--- config.mk ---
export PLATFORM = sky130hd
export DESIGN_NAME = video_timing_gen
export DESIGN_NICKNAME = d
export VERILOG_FILES = /design/src/rtl/video_timing_gen.sv
export SDC_FILE = /design/constraint.sdc
export NUM_CORES = 1
export LEC_CHECK = 0
export BUFFER_PORTS_ARGS = -buffer_cell sky130_fd_sc_hd__clkbuf_2
export CORE_MARGIN = 3
export CORE_UTILIZATION = 40
export CTS_BUF_LIST = sky130_fd_sc_hd__clkbuf_8
export DETAILED_ROUTE_END_ITERATION = 16
export GPL_ROUTABILITY_DRIVEN = 1
export PLACE_DENSITY_LB_ADDON = 0.2
export SYNTH_ARGS = -nofsm -noshare
export SYNTH_HDL_FRONTEND = slang
export SYNTH_SLANG_ARGS = --single-unit
--- constraint.sdc ---
create_clock -name video_clk -period 3.3 [get_ports video_clk]
set_input_delay 0.66 -clock video_clk [delete_from_list [all_inputs] [get_ports video_clk]]
set_output_delay 0.66 -clock video_clk [all_outputs]
set_load 0.005 [all_outputs]
--- src/rtl/video_timing_gen.sv ---
// LCD/RGB timing generator: hs/vs/de from programmable porches, optional lock
// to an upstream frame start, and FIFO or test-pattern pixel read-out.
module video_timing_gen #(
  parameter int                    DATA_WIDTH = 16,
  parameter int                    H_ACTIVE   = 480,
  parameter int                    H_FP       = 2,
  parameter int                    H_SYNC     = 41,
  parameter int                    H_BP       = 2,
  parameter int                    V_ACTIVE   = 272,
  parameter int                    V_FP       = 2,
  parameter int                    V_SYNC     = 10,
  parameter int                    V_BP       = 2,
  parameter logic                  HS_POL     = 1'b0,
  parameter logic                  VS_POL     = 1'b0,
  parameter logic                  LOCK_EN    = 1'b1,
  parameter int                    LOCK_DELAY = 550,
  parameter logic [DATA_WIDTH-1:0] FILL_COLOR = {DATA_WIDTH{1'b0}},
  parameter int                    CNT_W      = 12
) (
  input  logic                  video_clk,
  input  logic                  video_rst,
  input  logic                  frame_start,
  input  logic                  pattern_en,
  input  logic [DATA_WIDTH-1:0] fifo_q,
  input  logic                  fifo_empty,
  output logic                  fifo_rd_en,
  output logic                  hs,
  output logic                  vs,
  output logic                  de,
  output logic [DATA_WIDTH-1:0] vout_data,
  output logic [CNT_W-1:0]      x,
  output logic [CNT_W-1:0]      y,
  output logic                  underflow,
  output logic                  locked
);

  localparam int H_TOTAL = H_SYNC + H_BP + H_ACTIVE + H_FP;
  localparam int V_TOTAL = V_SYNC + V_BP + V_ACTIVE + V_FP;
  localparam int DLY_W   = (LOCK_DELAY > 1) ? $clog2(LOCK_DELAY) : 1;
  localparam int SUM_W   = (DATA_WIDTH > CNT_W + 1) ? DATA_WIDTH : CNT_W + 1;

  localparam logic [CNT_W-1:0] CNT_ZERO  = {CNT_W{1'b0}};
  localparam logic [CNT_W-1:0] CNT_ONE   = CNT_W'(1);
  localparam logic [CNT_W-1:0] H_LAST    = CNT_W'(H_TOTAL - 1);
  localparam logic [CNT_W-1:0] V_LAST    = CNT_W'(V_TOTAL - 1);
  localparam logic [CNT_W-1:0] H_SYNC_E  = CNT_W'(H_SYNC);
  localparam logic [CNT_W-1:0] V_SYNC_E  = CNT_W'(V_SYNC);
  localparam logic [CNT_W-1:0] H_ACT_B   = CNT_W'(H_SYNC + H_BP);
  localparam logic [CNT_W-1:0] H_ACT_E   = CNT_W'(H_SYNC + H_BP + H_ACTIVE);
  localparam logic [CNT_W-1:0] V_ACT_B   = CNT_W'(V_SYNC + V_BP);
  localparam logic [CNT_W-1:0] V_ACT_E   = CNT_W'(V_SYNC + V_BP + V_ACTIVE);
  localparam logic [DLY_W-1:0] DLY_ZERO  = {DLY_W{1'b0}};
  localparam logic [DLY_W-1:0] DLY_ONE   = DLY_W'(1);
  localparam logic [DLY_W-1:0] DLY_LAST  = DLY_W'((LOCK_DELAY > 0) ? LOCK_DELAY - 1 : 0);
  localparam logic [DATA_WIDTH-1:0] PIX_ZERO = {DATA_WIDTH{1'b0}};

  typedef enum logic [1:0] {
    ST_IDLE  = 2'd0,
    ST_DELAY = 2'd1,
    ST_RUN   = 2'd2
  } state_t;

  localparam state_t ST_RESET = (LOCK_EN == 1'b1) ? ST_IDLE : ST_RUN;

  state_t            state_r, state_s;
  logic [CNT_W-1:0]  h_cnt_r, h_cnt_s, v_cnt_r, v_cnt_s;
  logic [DLY_W-1:0]  dly_cnt_r, dly_cnt_s;
  logic              fs_acc_s, run_s, h_act_s, v_act_s, hs0_s, vs0_s, de0_s;
  logic [CNT_W-1:0]  x0_s, y0_s;
  logic              pat_r, rd_r;
  logic [SUM_W-1:0]  pat_sum_s;

  assign fs_acc_s = LOCK_EN & frame_start;
  assign run_s    = (state_r == ST_RUN);
  assign h_act_s  = (h_cnt_r >= H_ACT_B) && (h_cnt_r < H_ACT_E);
  assign v_act_s  = (v_cnt_r >= V_ACT_B) && (v_cnt_r < V_ACT_E);
  assign hs0_s    = run_s && (h_cnt_r < H_SYNC_E);
  assign vs0_s    = run_s && (v_cnt_r < V_SYNC_E);
  assign de0_s    = run_s && h_act_s && v_act_s;
  assign x0_s     = h_cnt_r - H_ACT_B;
  assign y0_s     = v_cnt_r - V_ACT_B;
  assign locked   = run_s;

  // Gating with reset keeps the FIFO untouched while the pipeline is being cleared.
  assign fifo_rd_en = de0_s & ~pattern_en & ~fifo_empty & ~video_rst;

  // Lock state machine and stage-0 counter next-state.
  always_comb begin
    state_s   = state_r;
    h_cnt_s   = h_cnt_r;
    v_cnt_s   = v_cnt_r;
    dly_cnt_s = dly_cnt_r;
    case (state_r)
      ST_IDLE: begin
        h_cnt_s   = CNT_ZERO;
        v_cnt_s   = CNT_ZERO;
        dly_cnt_s = DLY_ZERO;
        if (fs_acc_s) begin
          state_s = (LOCK_DELAY == 0) ? ST_RUN : ST_DELAY;
        end else begin
          state_s = ST_IDLE;
        end
      end
      ST_DELAY: begin
        h_cnt_s = CNT_ZERO;
        v_cnt_s = CNT_ZERO;
        if (fs_acc_s) begin
          dly_cnt_s = DLY_ZERO;
        end else if (dly_cnt_r == DLY_LAST) begin
          dly_cnt_s = DLY_ZERO;
          state_s   = ST_RUN;
        end else begin
          dly_cnt_s = dly_cnt_r + DLY_ONE;
        end
      end
      ST_RUN: begin
        if (fs_acc_s) begin
          // Re-lock truncates the current frame.
          h_cnt_s   = CNT_ZERO;
          v_cnt_s   = CNT_ZERO;
          dly_cnt_s = DLY_ZERO;
          state_s   = (LOCK_DELAY == 0) ? ST_RUN : ST_DELAY;
        end else if (h_cnt_r == H_LAST) begin
          h_cnt_s = CNT_ZERO;
          v_cnt_s = (v_cnt_r == V_LAST) ? CNT_ZERO : v_cnt_r + CNT_ONE;
        end else begin
          h_cnt_s = h_cnt_r + CNT_ONE;
        end
      end
      default: begin
        state_s   = ST_RESET;
        h_cnt_s   = CNT_ZERO;
        v_cnt_s   = CNT_ZERO;
        dly_cnt_s = DLY_ZERO;
      end
    endcase
  end

  // Stage-0 state register.
  always_ff @(posedge video_clk) begin
    if (video_rst) begin
      state_r   <= ST_RESET;
      h_cnt_r   <= CNT_ZERO;
      v_cnt_r   <= CNT_ZERO;
      dly_cnt_r <= DLY_ZERO;
    end else begin
      state_r   <= state_s;
      h_cnt_r   <= h_cnt_s;
      v_cnt_r   <= v_cnt_s;
      dly_cnt_r <= dly_cnt_s;
    end
  end

  // Stage-1 registers: timing outputs, coordinates, pixel source and sticky underflow.
  always_ff @(posedge video_clk) begin
    if (video_rst) begin
      hs        <= ~HS_POL;
      vs        <= ~VS_POL;
      de        <= 1'b0;
      x         <= CNT_ZERO;
      y         <= CNT_ZERO;
      pat_r     <= 1'b0;
      rd_r      <= 1'b0;
      underflow <= 1'b0;
    end else begin
      hs    <= hs0_s ? HS_POL : ~HS_POL;
      vs    <= vs0_s ? VS_POL : ~VS_POL;
      de    <= de0_s;
      x     <= de0_s ? x0_s : CNT_ZERO;
      y     <= de0_s ? y0_s : CNT_ZERO;
      pat_r <= de0_s & pattern_en;
      rd_r  <= fifo_rd_en;
      if (de0_s && !pattern_en && fifo_empty) begin
        underflow <= 1'b1;
      end else if (fs_acc_s) begin
        underflow <= 1'b0;
      end else begin
        underflow <= underflow;
      end
    end
  end

  assign pat_sum_s = SUM_W'(x) + SUM_W'(y);

  // FIFO data arrives one cycle after the read, so the pixel mux sits after the stage-1 flops.
  always_comb begin
    vout_data = PIX_ZERO;
    if (de) begin
      if (pat_r) begin
        vout_data = pat_sum_s[DATA_WIDTH-1:0];
      end else if (rd_r) begin
        vout_data = fifo_q;
      end else begin
        vout_data = FILL_COLOR;
      end
    end else begin
      vout_data = PIX_ZERO;
    end
  end

endmodule
## Word level (Yosys, flattened, before mapping)

Cells that the tools add are included.

| operators by class | value |
|---|---|
| add/subtract/negate cells | 6 |
| $lt $le $gt $ge | 6 |
| equality and inequality tests | 8 |
| mux-type cells | 17 |
| bitwise gates (word level) | 9 |
| reductions and logical operators | 15 |

Operator list:

| kind | count |
|---|---|
| 16-bit 2-to-1 mux | 3 |
| 10-bit 2-to-1 mux | 3 |
| 12-bit by 1-bit adder with 12-bit output (second input constant) | 2 |
| 10-bit case mux with 2 select lines | 1 |
| 12-bit by 12-bit adder with 13-bit output | 1 |
| 12-bit by 10-bit == test with 1-bit output (second input constant) | 1 |
| 12-bit by 9-bit == test with 1-bit output (second input constant) | 1 |
| 12-bit by 4-bit >= comparator with 1-bit output (second input constant) | 1 |
| 12-bit by 6-bit >= comparator with 1-bit output (second input constant) | 1 |
| 12-bit by 10-bit < comparator with 1-bit output (second input constant) | 1 |
| 12-bit by 4-bit < comparator with 1-bit output (second input constant) | 1 |
| 12-bit by 6-bit < comparator with 1-bit output (second input constant) | 1 |
| 12-bit by 9-bit < comparator with 1-bit output (second input constant) | 1 |
| 12-bit 2-to-1 mux | 1 |
| 12-bit by 4-bit subtractor with 12-bit output (second input constant) | 1 |
| 12-bit by 6-bit subtractor with 12-bit output (second input constant) | 1 |
| 10-bit by 1-bit adder with 10-bit output (second input constant) | 1 |
| 10-bit == test (second input constant) | 1 |
| 1-bit logical AND | 8 |
| 2-bit 2-to-1 mux | 3 |
| 2-bit inequality test (second input constant) | 3 |
| 2-bit case mux with 3 select lines | 1 |
| 1-bit 2-to-1 mux | 5 |
| 1-bit inverter | 5 |
| 10 further kinds | 13 |

| word-level totals | value |
|---|---|
| bits in registers | 66 |
| input bits | 21 |
| output and inout bits | 46 |

## Logic depth before layout (Yosys ltp)

Gate-level depths: netlist (run 1).

| logic depth | value |
|---|---|
| depth after elaboration | 7 |
| mapped depth | 8 |

## Least setup slack after synthesis (run 1)

No wires, ideal clock.

| timing path | value |
|---|---|
| path kind | register to output |
| start point | register h_cnt_r[0] |
| end point | output port fifo_rd_en |
| arrival | 1.932 ns |
| data required time | 2.640 ns |
| setup slack | 0.708 ns |
| stages on the path, launching flop included | 8 |
| path buffers | 1 |
| path through | dfxtp_1 -> ha_1 -> o21ai_1 -> a31oi_1 -> or4_1 -> a311o_1 -> buf_6 -> nor3_1 |

| on the way | value |
|---|---|
| cells in the longest elaborated chain, start to end | 7 |
| elaborated cells between the ends (all ways) | 8 |
| those cells by class | order compare (2); bitwise (3); reduce/logical (3) |

Ends and longest elaborated chain:

| item | line | text |
|---|---|---|
| from (decl) | 66 | `logic [CNT_W-1:0] h_cnt_r, h_cnt_s, v_cnt_r, v_cnt_s;` |
| from (signal assigned) | 148 | `h_cnt_r <= h_cnt_s;` |
| 12-bit by 6-bit >= comparator with 1-bit output or 12-bit by 10-bit < comparator with 1-bit output (tied branches) | 75 | `assign h_act_s = (h_cnt_r >= H_ACT_B) && (h_cnt_r < H_ACT_E);` |
| 1-bit logical AND (*) | 75 |  |
| 1-bit logical AND (*) (2 in series) | 79 | `assign de0_s = run_s && h_act_s && v_act_s;` |
| 1-bit AND (*) (3 in series) | 85 | `assign fifo_rd_en = de0_s & ~pattern_en & ~fifo_empty & ~video_rst;` |
| to (decl) | 26 | `output logic fifo_rd_en,` |

Mark *: on every way between the ends. The rest lies on a longest branch, timed or not.

## Worst setup path in the final report (run 1)

| timing path | value |
|---|---|
| start point | register x[0] |
| end point | output port vout_data[10] |

| on the way | value |
|---|---|
| cells in the longest elaborated chain, start to end | 3 |

Ends and longest elaborated chain:

| item | line | text |
|---|---|---|
| from (decl) | 31 | `output logic [CNT_W-1:0] x,` |
| from (signal assigned) | 169 | `x <= de0_s ? x0_s : CNT_ZERO;` |
| 12-bit by 12-bit adder with 13-bit output | 183 | `assign pat_sum_s = SUM_W'(x) + SUM_W'(y);` |
| 16-bit 2-to-1 mux | 189 | `if (pat_r) begin` |
| 16-bit 2-to-1 mux | 188 | `if (de) begin` |
| to (decl) | 30 | `output logic [DATA_WIDTH-1:0] vout_data,` |

No other way between the ends.

==> qor.txt, run 1 <==
Fraction of layout cells with a size suffix above 1 -> 20.2%
Worst-path clk slew -> 0.07 ns
Post-route ant nets -> 0
Worst-case hold path end point -> underflow$_SDFFE_PP0P_
Setup crit end kind -> primary output
DR vias/cell -> 5.25
Yosys warnings -> 0
Max VDD drop -> 185 uV
Max Cap Viol -> 0
Multi-input logic area -> 2200 sq um
CP peak stage delay -> 0.41 ns
Period utilization -> 93.7%
Hold crit path type -> reg2reg
Die area -> 10400 sq um
Clk Latency, worst-skew pair -> 0.34 ns
Post-route cell area -> 4240 sq um
Final Critical Period -> 3.09 ns
Synth top area share -> 35.8%
Clock buffer depth -> 2
Reg2reg setup slack -> 0.92 ns
Hold path startpoint -> underflow$_SDFFE_PP0P_
Remaining DRCs -> 0
GRT Resource Usage Total -> 16.4%
R2R depth -> 7
Width of the die -> 102 um
1st-pass router iterations -> 5
WP data required -> 2.64 ns
Layout Skew -> 0.0119 ns
Largest net degree at the start of global routing -> 27
R2r endpoint -> x[0]$_SDFF_PP0_
Clock Sinks -> 66
Ports -> 67
Number of diodes -> 0
Startpoint Class -> flip-flop
Status -> finished, final reports clean
Post-Syn Area per Cell -> 8.38 sq um
Mapped Area -> 3690 sq um
Vias in the first global route -> 2957
Synth unique cells -> 60
Die Y -> 102 um
Root buffer cell -> clkbuf_8
Cell accounting for the most synthesized area -> dfxtp_1
Row count -> 34
CTS tree -> done
Post-DP HPWL -> 6360 um
Yosys reg bits -> 66
Fin. max-slew vios -> 0
Area after DPL -> 4050 sq um
Utilization after layout -> 47.9%
EDFF count, synth -> 0
Slowest CP cell -> fa_1
First-pass GRT wire length -> 13700 um
Antenna violations before repair -> 0
Main synth FF type -> dfxtp_1
FFs w/ async S/R, synth -> 0%
Worst Path Max Fanout -> 3
P&R area growth vs syn -> 14.9%
Core area -> 8850 sq um
Actual slew at the worst max-slew pin -> 0.565 ns
Area contributors post-synth -> dfxtp_1 (36%), ha_1 (7.1%), nor2_1 (5.1%)
Layout net count -> 542
Fillcell total -> 877
F_max -> 323 MHz
Hold Buf Count CTS -> 0
Reg2reg start -> h_cnt_r[0]$_SDFF_PP0_
Worst EP arrival -> 2.43 ns
Register Area -> 1320 sq um
Post-CTS Setup Repair Bufs -> 0
Endpoints failing hold -> 0
Relative slew slack -> 62.0%
CP cell instances -> ha_1, inv_1, fa_1, nor2b_1, o2111ai_1, a21oi_1, o21ai_0, a32o_1, clkbuf_2
Worst setup path category -> reg2out
CTS H-tree depth -> 3
P_leak -> 1.70 nW
Min Hold Slack -> 0.458 ns
Fin Setup TNS -> 0 ns
Routability cong. -> 0.878
Initial Util -> 41.7%
Cell depth of the worst hold path -> 2
Total grt overflow -> 0
1st-iter DRT viols -> 104
Final setup viols -> 0
RSZ-0062 raised after global routing -> false
Port Buf Inserts -> 66
Via count -> 3210
Power Density -> 334 nW/um^2
Wirelength per Cell -> 13.7 um
Synth Instances -> 440
Routed wire length -> 8390 um
Post-synthesis sequential area ratio -> 35.8%
Cts bufs inserted -> 9
final cells by class:
type                       count  area share, %
timing repair buffer          68           8.15
clock buffer                  10           3.25
sequential                    66           31.2
multi-input combinational    336           51.8
tap                          108           3.19
clock inverter                 6          0.797
inverter                      18           1.59
kinds of logic after synthesis:
family          Yosys count  share of synthesized area [%]
flops                    66                           35.8
buf+inv                  39                           5.12
mux                       3                          0.848
xor+xnor                 33                           7.84
simple gates            185                           27.5
fa+ha+maj                22                           7.67
compound gates           91                           15.1
other cells               1                          0.102
critical path, delay by kind of cell (launching register included):
| kind | cells | cell delay [ns] |
|---|---|---|
| DFF | 1 | 0.35 |
| adders and majority gates | 2 | 0.62 |
| buffers and inverters | 2 | 0.18 |
| AOI/OAI and AO/OA | 4 | 0.80 |
| and+or+nand+nor | 1 | 0.17 |
cells in the mapped netlist, drive strengths merged (9+ instances only):
| cell | count |
|---|---|
| nand2 | 36 |
| clkbuf | 15 |
| nor3 | 14 |
| o21ai | 26 |
| inv | 17 |
| xnor2 | 18 |
| dfxtp | 66 |
| xor2 | 15 |
| nand3 | 11 |
| a21oi | 32 |
| ha | 21 |
| or3 | 9 |
| nor2 | 60 |
power breakdown:
part,internal (mW),total (mW),switching [mW]
registers,0.799,0.801,0.00258
logic,0.0149,0.0309,0.0160
clock network,0.286,0.584,0.299
total,1.10,1.42,0.317
through the flow:
| stage | instances | total power [mW] | worst slack [ns] |
|---|---|---|---|
| 2_1_floorplan | 441 | 0.832 | 0.708 |
| 5_1_grt | 612 | 1.48 | 0.00811 |
| 3_3_place_gp | 596 | 0.850 | 0.522 |
| 3_5_place_dp | 596 | 0.850 | 0.509 |
| 6_report | 612 | 1.42 | 0.209 |
| 4_1_cts | 612 | 1.44 | 0.116 |
worst max path at each step:
| stage | slack, ns | from | end | cells after the start |
|---|---|---|---|---|
| floorplan | 0.71 | h_cnt_r[0]$_SDFF_PP0_ | fifo_rd_en | 7 |
| global placement | 0.52 | y[1]$_SDFF_PP0_ | vout_data[11] | 7 |
| detailed placement | 0.51 | h_cnt_r[0]$_SDFF_PP0_ | fifo_rd_en | 7 |
| CTS | 0.12 | h_cnt_r[0]$_SDFF_PP0_ | fifo_rd_en | 7 |
| global route | 0.008 | x[0]$_SDFF_PP0_ | vout_data[10] | 9 |
| finish | 0.21 | x[0]$_SDFF_PP0_ | vout_data[10] | 9 |
metal layers:
metal  vias to the layer above  GRT usage [%]  part of all wire [%]
met5                         -              0                     0
met4                         0           4.54                  0.37
met3                         2           3.96                   6.2
met2                        86           27.6                    47
met1                      1464           21.0                    47
li1                       1658              -                     -
placed cells by master, fill, tap and decap left out, drive strengths merged, types with 3 or more instances in the layout:
cell / instances
nand3b: 3
ha: 21
nor2: 60
xnor2: 18
clkbuf: 76
a211oi: 4
nand2b: 5
and2: 3
nor2b: 8
dfxtp: 66
a21o: 5
and4: 6
a31oi: 4
nand2: 36
nand4: 8
a21oi: 32
inv: 18
nand3: 11
nor4: 4
nor3: 14
clkinv: 4
and3: 5
xor2: 15
o21ai: 26
nor3b: 3
or3: 9
flip-flops by register name (all words and copies together) (netlist names):
name	count
v_cnt_r	12
rd_r	1
vs	1
state_r	2
underflow	1
y	12
h_cnt_r	12
pat_r	1
de	1
hs	1
x	12
dly_cnt_r	10
what timing repair did:
item | in CTS | in global routing
setup endpoints to repair | 0 | 4
gates resized for setup | 0 | 4
hold endpoints to repair | 0 | 0
Note: power is estimated with default switching activity, not from simulation.
==> run 2, diff against run 1 <==
--- a/config.mk
+++ b/config.mk
@@ -8,2 +8,3 @@
 export BUFFER_PORTS_ARGS = -buffer_cell sky130_fd_sc_hd__clkbuf_2
+export CORE_ASPECT_RATIO = 1.25
 export CORE_MARGIN = 3
==> constraint.sdc (replaced) <==
create_clock -name video_clk -period 3.3 [get_ports video_clk]
set_input_delay 0.33 -clock video_clk [delete_from_list [all_inputs] [get_ports video_clk]]
set_output_delay 0.33 -clock video_clk [all_outputs]
set_load 0.005 [all_outputs]
==> qor.txt, run 2 (synthesis gave the netlist of run 1 again) <==
Post-CTS Setup Repair Bufs -> 0
Routability cong. -> 0.849
Routed wire length -> 8470 um
1st-pass router iterations -> 4
CTS tree -> done
Startpoint Class -> flip-flop
Relative slew slack -> 64.3%
WP data required -> 2.97 ns
Reg2reg start -> h_cnt_r[0]$_SDFF_PP0_
Status -> finished, final reports clean
Wirelength per Cell -> 13.6 um
Hold crit path type -> in2reg
RSZ-0062 raised after global routing -> false
Post-cts resize count -> 0
Area after DPL -> 4070 sq um
Register Area -> 1320 sq um
Utilization after layout -> 48.3%
Period utilization -> 87.2%
Min Hold Slack -> 0.198 ns
First-pass GRT wire length -> 14100 um
P_leak -> 1.71 nW
Post-route cell area -> 4270 sq um
Layout Skew -> 0.0117 ns
F_max -> 348 MHz
Actual slew at the worst max-slew pin -> 0.531 ns
Row count -> 38
Max VDD drop -> 195 uV
Fin Setup TNS -> 0 ns
Final Critical Period -> 2.88 ns
Remaining DRCs -> 0
Power Density -> 354 nW/um^2
DR vias/cell -> 5.21
Post-DP HPWL -> 6560 um
Vias in the first global route -> 2989
Setup crit end kind -> primary output
Clock buffer depth -> 2
Clk Latency, worst-skew pair -> 0.35 ns
Commonest non-fill, non-tap cells in the layout -> dfxtp_1 (66), clkbuf_2 (66), nor2_1 (50), nand2_1 (36), a21oi_1 (32)
Hold path startpoint -> pattern_en
Post-route ant nets -> 0
Fraction of layout cells with a size suffix above 1 -> 19.8%
Final setup viols -> 0
CTS H-tree depth -> 3
Die Y -> 113 um
Multi-input logic area -> 2180 sq um
GRT Resource Usage Total -> 16.8%
Number of diodes -> 0
Largest net degree at the start of global routing -> 27
Fillcell total -> 889
Clock Sinks -> 66
Worst setup path category -> reg2out
Total grt overflow -> 0
Antenna violations before repair -> 0
P&R area growth vs syn -> 15.7%
Fin. max-slew vios -> 0
Worst EP arrival -> 2.55 ns
Width of the die -> 91.9 um
Via count -> 3253
1st-iter DRT viols -> 139
Endpoints failing hold -> 0
Layout net count -> 542
Hold Buf Count CTS -> 0
Root buffer cell -> clkbuf_8
Die area -> 10400 sq um
Worst-path clk slew -> 0.07 ns
Ports -> 67
Initial Util -> 41.7%
Max Cap Viol -> 0
Port Buf Inserts -> 66
Worst setup path startpoint -> y[1]$_SDFF_PP0_
Worst Path Max Fanout -> 3
Cts bufs inserted -> 9
Core area -> 8840 sq um
==> run 2: critical path, cell delays in order (launching register included) <==
cell	delay (ns)
dfxtp_1	0.34
ha_1	0.31
a211o_1	0.30
a21oi_1	0.29
o21ai_0	0.24
mux2i_1	0.16
a2111oi_0	0.37
clkbuf_2	0.19
==> run 2: stage by stage <==
step                setup WS, ns  power [mW]  std cells
global placement           0.838       0.850        608
finish                     0.423        1.51        624
floorplan                   1.04       0.832        441
detailed placement         0.812       0.850        608
CTS                        0.398        1.54        624
global route               0.310        1.58        624
==> run 2: path summary, 6_finish.rpt <==
| kind | endpoint | slack (ns) | depth (start not counted) |
|---|---|---|---|
| max | vout_data[11] | 0.42 | 7 |
| min | rd_r$_SDFF_PP0_ | 0.20 | 2 |
| max reg2reg | underflow$_SDFFE_PP0P_ | 0.85 | 7 |
| min reg2reg | state_r[0]$_SDFFE_PP0P_ | 0.49 | 1 |
==> run 2: metal layers <==
| metal | GRT usage [%] | share of wire [%] | vias up |
|---|---|---|---|
| met5 | 0 | 0 | - |
| met4 | 10.9 | 4.2 | 0 |
| met3 | 3.72 | 5.4 | 25 |
| met2 | 26.2 | 46 | 90 |
| met1 | 20.8 | 44 | 1478 |
| li1 | - | - | 1660 |
==> run 2: layout make-up <==
cell class	instances	share of cell area, %
clock inverter	7	1.79
timing repair buffer	68	8.09
inverter	18	1.58
sequential	66	31.0
multi-input combinational	336	51.2
tap	120	3.52
clock buffer	9	2.90
==> run 2: power by group <==
group | internal, mW | switching (mW) | leakage [nW]
sequential | 0.799 | 0.00245 | 0.533
combinational | 0.0149 | 0.0160 | 1.08
clock | 0.353 | 0.325 | 0.0962
total | 1.17 | 0.344 | 1.71
